==> config.mk <==
export PLATFORM = sky130hd
export DESIGN_NAME = rca_seq_ctrl_flat
export DESIGN_NICKNAME = d
export VERILOG_FILES = /design/src/rtl/rca_seq_ctrl_pkg.sv /design/src/rtl/rca_seq_ctrl_if.sv /design/src/rtl/rca_seq_ctrl_nibble.sv /design/src/rtl/rca_seq_ctrl.sv /design/src/flat_wrapper.sv
export SDC_FILE = /design/constraint.sdc
export NUM_CORES = 1
export LEC_CHECK = 0
export CORE_UTILIZATION = 47
export CTS_BUF_LIST = sky130_fd_sc_hd__clkbuf_2
export CTS_CLUSTER_SIZE = 12
export DETAILED_ROUTE_END_ITERATION = 7
export PLACE_DENSITY = 0.86
export SLEW_MARGIN = 20
export SYNTH_ARGS = -nofsm -noshare
export SYNTH_HDL_FRONTEND = slang
export SYNTH_SLANG_ARGS = --single-unit
==> constraint.sdc <==
create_clock -name clk -period 3.1 [get_ports clk]
set_input_delay 0.62 -clock clk [delete_from_list [all_inputs] [get_ports clk]]
set_output_delay 0.62 -clock clk [all_outputs]
set_load 0.05 [all_outputs]
==> src/rtl/rca_seq_ctrl_pkg.sv <==
// rca_seq_pkg: shared state encoding and slice width for the nibble-serial adder.
package rca_seq_pkg;
    localparam logic [1:0] ST_IDLE = 2'd0;
    localparam logic [1:0] ST_RUN  = 2'd1;
    localparam logic [1:0] ST_DONE = 2'd2;
    localparam int NIB_W = 4;
    typedef enum logic [1:0] {
        S_IDLE = ST_IDLE,
        S_RUN  = ST_RUN,
        S_DONE = ST_DONE
    } state_t;
endpackage

==> src/rtl/rca_seq_ctrl_if.sv <==
// rca_seq_ctrl_if: operand/result handshakes of the nibble-serial adder.
// ovf exists only when RCA_SEQ_OVF_EN is defined.
interface rca_seq_ctrl_if #(parameter int WIDTH = 16);
    logic             in_valid;
    logic             in_ready;
    logic [WIDTH-1:0] a;
    logic [WIDTH-1:0] b;
    logic             cin;
    logic             out_valid;
    logic             out_ready;
    logic [WIDTH-1:0] sum;
    logic             cout;
    logic             busy;
`ifdef RCA_SEQ_OVF_EN
    logic             ovf;
    modport master (output in_valid, a, b, cin, out_ready,
                    input in_ready, out_valid, sum, cout, busy, ovf);
    modport slave  (input in_valid, a, b, cin, out_ready,
                    output in_ready, out_valid, sum, cout, busy, ovf);
`else
    modport master (output in_valid, a, b, cin, out_ready,
                    input in_ready, out_valid, sum, cout, busy);
    modport slave  (input in_valid, a, b, cin, out_ready,
                    output in_ready, out_valid, sum, cout, busy);
`endif
endinterface

==> src/rtl/rca_seq_ctrl_nibble.sv <==
// rca_nibble: 4-bit ripple-carry slice of four full adders; c3 is the carry into bit 3.
import rca_seq_pkg::*;
module rca_nibble (
    input  logic [NIB_W-1:0] i_a4,
    input  logic [NIB_W-1:0] i_b4,
    input  logic             i_ci,
    output logic [NIB_W-1:0] o_s4,
    output logic             o_co,
    output logic             o_c3
);
    logic [NIB_W:0] w_c;
    assign w_c[0] = i_ci;
    for (genvar i = 0; i < NIB_W; i++) begin : g_fa
        assign o_s4[i]    = i_a4[i] ^ i_b4[i] ^ w_c[i];
        assign w_c[i+1]   = (i_a4[i] & i_b4[i]) | (w_c[i] & (i_a4[i] ^ i_b4[i]));
    end
    assign o_co = w_c[NIB_W];
    assign o_c3 = w_c[NIB_W-1];
endmodule

==> src/rtl/rca_seq_ctrl.sv <==
// rca_seq_ctrl: nibble-serial WIDTH-bit adder on one shared 4-bit ripple slice.
// Define RCA_SEQ_OVF_EN to add the registered signed-overflow output.
import rca_seq_pkg::*;
module rca_seq_ctrl #(parameter int WIDTH = 16) (
    input  logic          clk,
    input  logic          rst_n,
    rca_seq_ctrl_if.slave bus
);
    localparam int NIB = WIDTH / NIB_W;
    localparam int IW  = $clog2(NIB);
    state_t           r_state;
    logic [WIDTH-1:0] r_a, r_b, r_sum;
    logic [IW-1:0]    r_idx;
    logic             r_carry, r_cout;
    logic [NIB_W-1:0] w_s4;
    logic             w_co, w_c3, w_last;
    assign w_last = r_idx == IW'(NIB - 1);
    rca_nibble u_nib (
        .i_a4 (r_a[NIB_W*r_idx +: NIB_W]),
        .i_b4 (r_b[NIB_W*r_idx +: NIB_W]),
        .i_ci (r_carry),
        .o_s4 (w_s4),
        .o_co (w_co),
        .o_c3 (w_c3)
    );
`ifdef RCA_SEQ_OVF_EN
    logic r_ovf;
    assign bus.ovf = r_ovf;
    always_ff @(posedge clk or negedge rst_n)
        if (!rst_n)
            r_ovf <= 1'b0;
        else if (r_state == S_RUN && w_last)
            r_ovf <= w_c3 ^ w_co;
`else
    logic w_unused;
    assign w_unused = w_c3;
`endif
    always_ff @(posedge clk or negedge rst_n) begin
        if (!rst_n) begin
            r_state <= S_IDLE;
            r_a     <= '0;
            r_b     <= '0;
            r_sum   <= '0;
            r_idx   <= '0;
            r_carry <= 1'b0;
            r_cout  <= 1'b0;
        end else begin
            case (r_state)
                S_IDLE: if (bus.in_valid) begin
                    r_a     <= bus.a;
                    r_b     <= bus.b;
                    r_carry <= bus.cin;
                    r_idx   <= '0;
                    r_sum   <= '0;
                    r_state <= S_RUN;
                end
                S_RUN: begin
                    r_sum[NIB_W*r_idx +: NIB_W] <= w_s4;
                    r_carry <= w_co;
                    r_idx   <= w_last ? '0 : r_idx + 1'b1;
                    if (w_last) begin
                        r_cout  <= w_co;
                        r_state <= S_DONE;
                    end
                end
                S_DONE: if (bus.out_ready) r_state <= S_IDLE;
                default: r_state <= S_IDLE;
            endcase
        end
    end
    // Handshake flags come straight from the state register: no input-to-output path.
    assign bus.in_ready  = r_state == S_IDLE;
    assign bus.out_valid = r_state == S_DONE;
    assign bus.busy      = r_state == S_RUN || r_state == S_DONE;
    assign bus.sum       = r_sum;
    assign bus.cout      = r_cout;
endmodule
==> src/flat_wrapper.sv <==
// flat-port wrapper written by rule: the top's interface ports become plain ports
module rca_seq_ctrl_flat 
#(parameter int WIDTH = 16)
  (clk, rst_n, bus_in_valid, bus_a, bus_b, bus_cin, bus_out_ready, bus_in_ready, bus_out_valid, bus_sum, bus_cout, bus_busy);
  rca_seq_ctrl_if #(.WIDTH(WIDTH)) bus_i ();
  input  logic clk;
  input  logic rst_n;
  input wire logic [$bits(bus_i.in_valid)-1:0] bus_in_valid;
  input wire logic [$bits(bus_i.a)-1:0] bus_a;
  input wire logic [$bits(bus_i.b)-1:0] bus_b;
  input wire logic [$bits(bus_i.cin)-1:0] bus_cin;
  input wire logic [$bits(bus_i.out_ready)-1:0] bus_out_ready;
  output wire logic [$bits(bus_i.in_ready)-1:0] bus_in_ready;
  output wire logic [$bits(bus_i.out_valid)-1:0] bus_out_valid;
  output wire logic [$bits(bus_i.sum)-1:0] bus_sum;
  output wire logic [$bits(bus_i.cout)-1:0] bus_cout;
  output wire logic [$bits(bus_i.busy)-1:0] bus_busy;
  assign bus_i.in_valid = bus_in_valid;
  assign bus_i.a = bus_a;
  assign bus_i.b = bus_b;
  assign bus_i.cin = bus_cin;
  assign bus_i.out_ready = bus_out_ready;
  assign bus_in_ready = bus_i.in_ready;
  assign bus_out_valid = bus_i.out_valid;
  assign bus_sum = bus_i.sum;
  assign bus_cout = bus_i.cout;
  assign bus_busy = bus_i.busy;
  rca_seq_ctrl #(.WIDTH(WIDTH)) u_core (.clk(clk), .rst_n(rst_n), .bus(bus_i));
endmodule
==> impl_metrics.toml, run 1 <==
[clock_tree]
clockBufferDepth = 2
root_buffer = "clkbuf_2"
postCtsHoldBufs = 0
clk_latency_ns = 0.44
clk_pin_slew_ns = 0.27
cts_setup_buffers = 0
cts_tree = "yes"
clock-sinks = 54
htreeDepth = 2
numCtsBuffers = 5

[cells_and_area]
diodes = 0
num-fill-cells = 442
multiInputGateArea_um2 = 1200
instances_no_fill = 328
regArea_um2 = 1350
drive_gt1_share_pct = 27.3
syn2layout_area_growth_pct = 27.6
nets = 303

[global_route]
track_usage_pct = 18.0
grt_max_degree = 36
grt_pass1_vias = 1800
grt_pass1_wl_um = 8440
grt_overflow = 0
antenna_found_initial = 0

[routing]
initialDrtViolationCount = 46
vias_per_cell = 5.16
top_layer = "met4"
detail-route-antenna-nets = 0
met3_length_um = 185
num_vias = 1694
wl_per_cell_um = 14.6
routed_wl_um = 4780
drt-met1-wl_um = 2110
dr.pass1.iters = 4
drc_errors = 0
met2WireLength_um = 2450

[die]
die_y_um = 77.2
die_width_um = 77.2
start_util_pct = 48.5
ios = 57
dieArea_um2 = 5960
core_region_area_um2 = 5470
rows = 27

[worst_setup_path]
crit_path_cell_trace = "mux4_2 -> inv_1 -> fa_1 -> inv_1 -> fa_1 -> inv_1 -> fa_1 -> inv_1 -> fa_1 -> inv_2 -> nor3_1 -> mux2_4"
crit_path_max_incr_delay_ns = 0.50
required_ns = 3.46
worstSetupEndpointType = "flip-flop"
cp.arrival_ns = 3.26
startpoint_type = "flip-flop"
cp_slowest_cell = "dfrtp_2"
path_delay_family = "adder cells"
cp.buffers_inverters = 5
cp_max_fo = 4
critPathKind = "reg -> reg"

[power]
power_density_nw_per_um2 = 1050
power_mw = 3.55
p_comb_share_pct = 55.9
p_sw_share_pct = 41.4
internal_power_mw = 2.08
p_clk_share_pct = 12.1
power_frac_seq_pct = 32.0
power.leakage_nw = 1.46
p_sw_mw = 1.47
vdd_ir_drop_max_mv = 0.531

[place]
gp_congestion = 0.784
dp_cells = 320
post-dp-hpwl_um = 3680
port_buffers = 56

[run]
max_cap_violations = 0

[synthesis]
synthDistinctLibCells = 28
yosysSeqAreaShare_pct = 50.9
synth_top_cell_area_share_pct = 50.9
synth_common_cells = "54 x dfrtp_1, 33 x mux2_2, 17 x inv_1, 12 x o21ai_0, 9 x mux2_4"
yosys_warnings = 0
syn_area_um2 = 2660
yosysTopAreaCell = "dfrtp_1"
syn-num-nets = 242
synth-seq-cells = 54
synth_area_leaders = "dfrtp_1 51%, mux2_2 14%, mux4_2 6.8%"
synth.most_common_cell = "dfrtp_1"
synthFlopType = "dfrtp_1"
synth_edf_count = 0
synth-async-reset-ratio_pct = 100
syn_inst = 194
syn_area_per_cell_um2 = 13.7

[timing]
tightest_slew_ns = 0.460
setup_viol = 0
hold_viol_final = 0
slew_violations = 0
slew_headroom_pct = 68.5
tns_ns = 0
fin_crit_sh_pct = 93.6
rsz0062_at_grt = "false"
fmax_mhz = 345
fin_skew_ns = 0.0197
period_needed_ns = 2.90

[min_path]
hold_class = "in -> async"

[run_status]
status = "completed"
-- kinds of logic after synthesis --
family / count (synthesis) / synth area share, %
flops: 54 / 50.9
mux: 51 / 26.2
compound gates: 27 / 6.88
fa+ha+maj: 11 / 6.31
buf+inv: 24 / 4.10
simple gates: 27 / 5.61
-- per-stage QoR --
stage,hold WS (ns),setup slack (ns),area (um^2),util [%]
2_1_floorplan,0.324,0.206,2660,-
3_3_place_gp,0.485,0.255,3290,60.2
3_5_place_dp,0.490,0.187,3290,60.2
4_1_cts,0.0750,0.155,3380,61.8
5_1_grt,0.0662,0.0421,3390,61.9
6_report,0.0781,0.198,3390,61.9
-- sequential cells by signal (all words and copies together), names as in the netlist --
signal           flops
u_core.r_a          16
u_core.r_idx         2
u_core.r_b          16
u_core.bus.cout      1
u_core.bus.sum      16
u_core.r_state       2
u_core.r_carry       1
-- timing repair --
| item | 4_1_cts | 5_1_grt |
|---|---|---|
| gates resized for setup | 0 | 3 |
| endpoints found under the setup margin | 0 | 2 |
| endpoints found under the hold margin | 0 | 0 |
-- layer usage --
layer	track usage, %	vias up
li1	-	808
met2	30.9	46
met3	4.05	5
met1	23.1	835
met4	4.34	0
met5	0	-
-- worst paths after layout --
kind,cells after the start,start,slack [ns],end
max,12,u_core.r_idx[0]$_DFFE_PN0P_,0.20,u_core.bus.sum[11]$_DFFE_PN0P_
min in group clk,1,u_core.r_b[9]$_DFFE_PN0P_,0.54,u_core.r_b[9]$_DFFE_PN0P_
max in group asynchronous,2,rst_n,2.23,u_core.r_idx[0]$_DFFE_PN0P_
min,1,rst_n,0.08,u_core.bus.sum[3]$_DFFE_PN0P_
max reg2reg,12,u_core.r_idx[0]$_DFFE_PN0P_,0.20,u_core.bus.sum[11]$_DFFE_PN0P_
min reg2reg,1,u_core.r_b[9]$_DFFE_PN0P_,0.54,u_core.r_b[9]$_DFFE_PN0P_
-- power groups by stage --
stage,combinational (mW),sequential [mW],clock [mW]
floorplan,1.41,1.21,0
global placement,1.93,1.15,0
detailed placement,1.97,1.16,0
CTS,1.98,1.14,0.435
global route,2.19,1.17,0.468
finish,1.99,1.14,0.429
-- area by class of cell --
| class | instances | area share [%] |
|---|---|---|
| clock buffer | 5 | 0.738 |
| inverter | 17 | 1.88 |
| clock inverter | 3 | 1.88 |
| multi-input combinational | 116 | 35.4 |
| tap | 72 | 2.66 |
| sequential | 54 | 39.9 |
| timing repair buffer | 61 | 17.5 |
-- cells in the final DEF, fill, tap and decap left out, types with 3 or more instances in the layout --
| cell type | n |
|---|---|
| clkdlybuf4s50_1 | 55 |
| dfrtp_1 | 53 |
| mux2_2 | 33 |
| inv_1 | 16 |
| o21ai_0 | 12 |
| mux2_4 | 9 |
| mux4_2 | 8 |
| o31ai_1 | 8 |
| nor3_1 | 7 |
| ha_1 | 7 |
| clkbuf_2 | 5 |
| buf_4 | 5 |
| nand2b_1 | 4 |
| nand2_1 | 4 |
| a31oi_1 | 4 |
| fa_1 | 4 |
| nand3_1 | 3 |
(Power assumes the default switching activity.)
==> run 2: changes to the inputs <==
ABC_AREA = 1   (was unset)
CORE_UTILIZATION = 48   (was 47)
HOLD_SLACK_MARGIN = 0.08   (was unset)
==> run 2 against run 1 <==
Effect of this change: cell area grew 4.2%; via count increased by 46%; critical endpoint is now u_core.bus.sum[15]$_DFFE_PN0P_; first-iteration DRC count grew to 3.9 times the previous value.
==> impl_metrics.toml, run 2 <==
[run_status]
status = "completed"

[synthesis]
synth_top_cell_area_share_pct = 47.0
synth.most_common_cell = "nand2_1"
syn_area_um2 = 2880
synthDistinctLibCells = 20
synth-async-reset-ratio_pct = 100
yosysTopAreaCell = "dfrtp_1"
synth_edf_count = 0
syn_area_per_cell_um2 = 7.73
yosys_warnings = 0
synth_common_cells = "149 x nand2_1, 54 x dfrtp_1, 43 x nand3_1, 32 x nor2_1, 26 x inv_1"
yosysSeqAreaShare_pct = 47.0
syn-num-nets = 420
syn_inst = 372
synth-seq-cells = 54
synth_area_leaders = "dfrtp_1 47%, nand2_1 19%, nand3_1 7.5%"
synthFlopType = "dfrtp_1"

[worst_setup_path]
cp.arrival_ns = 3.27
rrSetupSlack_ns = 0.21
required_ns = 3.48
critPathKind = "reg -> reg"
cp_max_fo = 17
critPathLaunch = "u_core.r_idx[0]$_DFFE_PN0P_"
crit_path_end = "u_core.bus.sum[15]$_DFFE_PN0P_"
reg2reg_depth = 15
rr_endpoint = "u_core.bus.sum[15]$_DFFE_PN0P_"
worstSetupEndpointType = "flip-flop"
timing.rr.start = "u_core.r_idx[0]$_DFFE_PN0P_"
startpoint_type = "flip-flop"

[clock_tree]
clk_latency_ns = 0.44
cts_setup_buffers = 0
clock-sinks = 54
cts_tree = "yes"
clockBufferDepth = 2
htreeDepth = 2
root_buffer = "clkbuf_2"
clk_pin_slew_ns = 0.26
numCtsBuffers = 5

[cells_and_area]
drive_gt1_share_pct = 8.45
mostFrequentLayoutCells = "149 x nand2_1, 54 x clkdlybuf4s50_1, 53 x dfrtp_1, 43 x nand3_1, 32 x nor2_1"
final_util_pct = 62.6
regArea_um2 = 1350
syn2layout_area_growth_pct = 22.8
multiInputGateArea_um2 = 1310
layout_commonest_cell = "nand2_1"
diodes = 0
num-fill-cells = 497
nets = 473

[routing]
initialDrtViolationCount = 181
routed_wl_um = 5980
num_vias = 2470
vias_per_cell = 4.96
detail-route-antenna-nets = 0
wl_per_cell_um = 12.0
dr.pass1.iters = 4
drc_errors = 0

[timing]
tightest_slew_ns = 0.560
slew_violations = 0
hold_viol_final = 0
setup_viol = 0
fin_crit_sh_pct = 93.2
fin_skew_ns = 0.0109
rsz0062_at_grt = "false"
setup_ws_ns = 0.210
tns_ns = 0
period_needed_ns = 2.89
slew_headroom_pct = 62.7
fmax_mhz = 346

[power]
vdd_ir_drop_max_mv = 0.506
power.leakage_nw = 1.82
power_density_nw_per_um2 = 1000

[global_route]
antenna_found_initial = 0
grt_pass1_wl_um = 9940
grt_pass1_vias = 2324
grt_max_degree = 38
grt_overflow = 0
track_usage_pct = 20.1

[place]
pre_cts_ws_ns = 0.143
port_buffers = 56
gp_congestion = 0.852
post-dp-hpwl_um = 4580

[die]
core_region_area_um2 = 5640
dieArea_um2 = 6300
start_util_pct = 51.0
die_width_um = 79.4
rows = 27
die_y_um = 79.4
ios = 57

[run]
max_cap_violations = 0

[min_path]
hold_class = "in -> async"
==> run 2: cell types whose count changed after synthesis, sizes merged, moves of 10 or more <==
cell and delta:
nand2 +152, nand3 +40, mux2 -42, nor2 +38, inv +13, buf +10
==> run 2: cell families after synthesis <==
group	after synthesis	share of synthesized area, %
AOI/OAI and AO/OA	21	4.05
and+or+nand+nor	240	35.6
DFF	54	47.0
adders and majority gates	11	5.83
buffers and inverters	46	7.48
==> run 2: layer usage <==
layer / vias to the layer above / wire length [um] / track usage [%]
met3: 17 / 294 / 3.89
met1: 1121 / 2680 / 25.7
met5: - / 0 / 0
met2: 76 / 2860 / 33.8
met4: 0 / 139 / 7.09
li1: 1256 / - / -
==> run 2: worst min path at each step <==
stage / slack, ns / cells after the start / endpoint / from
floorplan: 0.32 / 0 / u_core.bus.cout$_DFFE_PN0P_ / rst_n
global placement: 0.45 / 2 / u_core.r_b[4]$_DFFE_PN0P_ / u_core.r_b[4]$_DFFE_PN0P_
detailed placement: 0.46 / 2 / u_core.bus.sum[12]$_DFFE_PN0P_ / u_core.bus.sum[12]$_DFFE_PN0P_
CTS: 0.11 / 1 / u_core.bus.sum[12]$_DFFE_PN0P_ / rst_n
global route: 0.10 / 1 / u_core.bus.sum[12]$_DFFE_PN0P_ / rst_n
finish: 0.11 / 1 / u_core.bus.sum[12]$_DFFE_PN0P_ / rst_n
==> run 2: layout make-up <==
cell class                      count  share of cell area, %
Clock inverter                      3                   1.13
Tap cell                           72                   2.55
Timing Repair Buffer               62                   16.9
Sequential cell                    54                   38.3
Inverter                           30                   3.33
Clock buffer                        5                  0.708
Multi-Input combinational cell    272                   37.1
==> run 2: power breakdown <==
| group | switching [mW] | internal [mW] | total, mW |
|---|---|---|---|
| clock | 0.219 | 0.134 | 0.353 |
| combinational | 1.32 | 0.712 | 2.03 |
| sequential | 0.187 | 0.970 | 1.16 |
==> run 2: repair_timing <==
action / CTS / global route
resized for setup: 0 / 2
hold buffers: 0 / 0
endpoints found under the setup margin: 0 / 4
==> run 2: critical path, stage by stage (launching register included) <==
cell	delay, ns
dfrtp_2	0.54
inv_4	0.17
nand2_1	0.09
nand3_1	0.09
nand2_1	0.07
fa_1	0.38
inv_1	0.08
fa_1	0.16
inv_1	0.05
fa_1	0.37
inv_1	0.08
fa_1	0.45
nand3_1	0.13
nor2_1	0.05
nand2_1	0.06
nand2_1	0.05
==> run 2: metrics by stage <==
stage / power (mW) / instances / cell area, um^2 / hold slack (ns)
2_1_floorplan: 2.70 / 372 / 2880 / 0.324
3_3_place_gp: 3.11 / 490 / 3460 / 0.454
3_5_place_dp: 3.19 / 490 / 3460 / 0.463
4_1_cts: 3.54 / 498 / 3530 / 0.112
5_1_grt: 3.84 / 498 / 3530 / 0.105
6_report: 3.54 / 498 / 3530 / 0.110
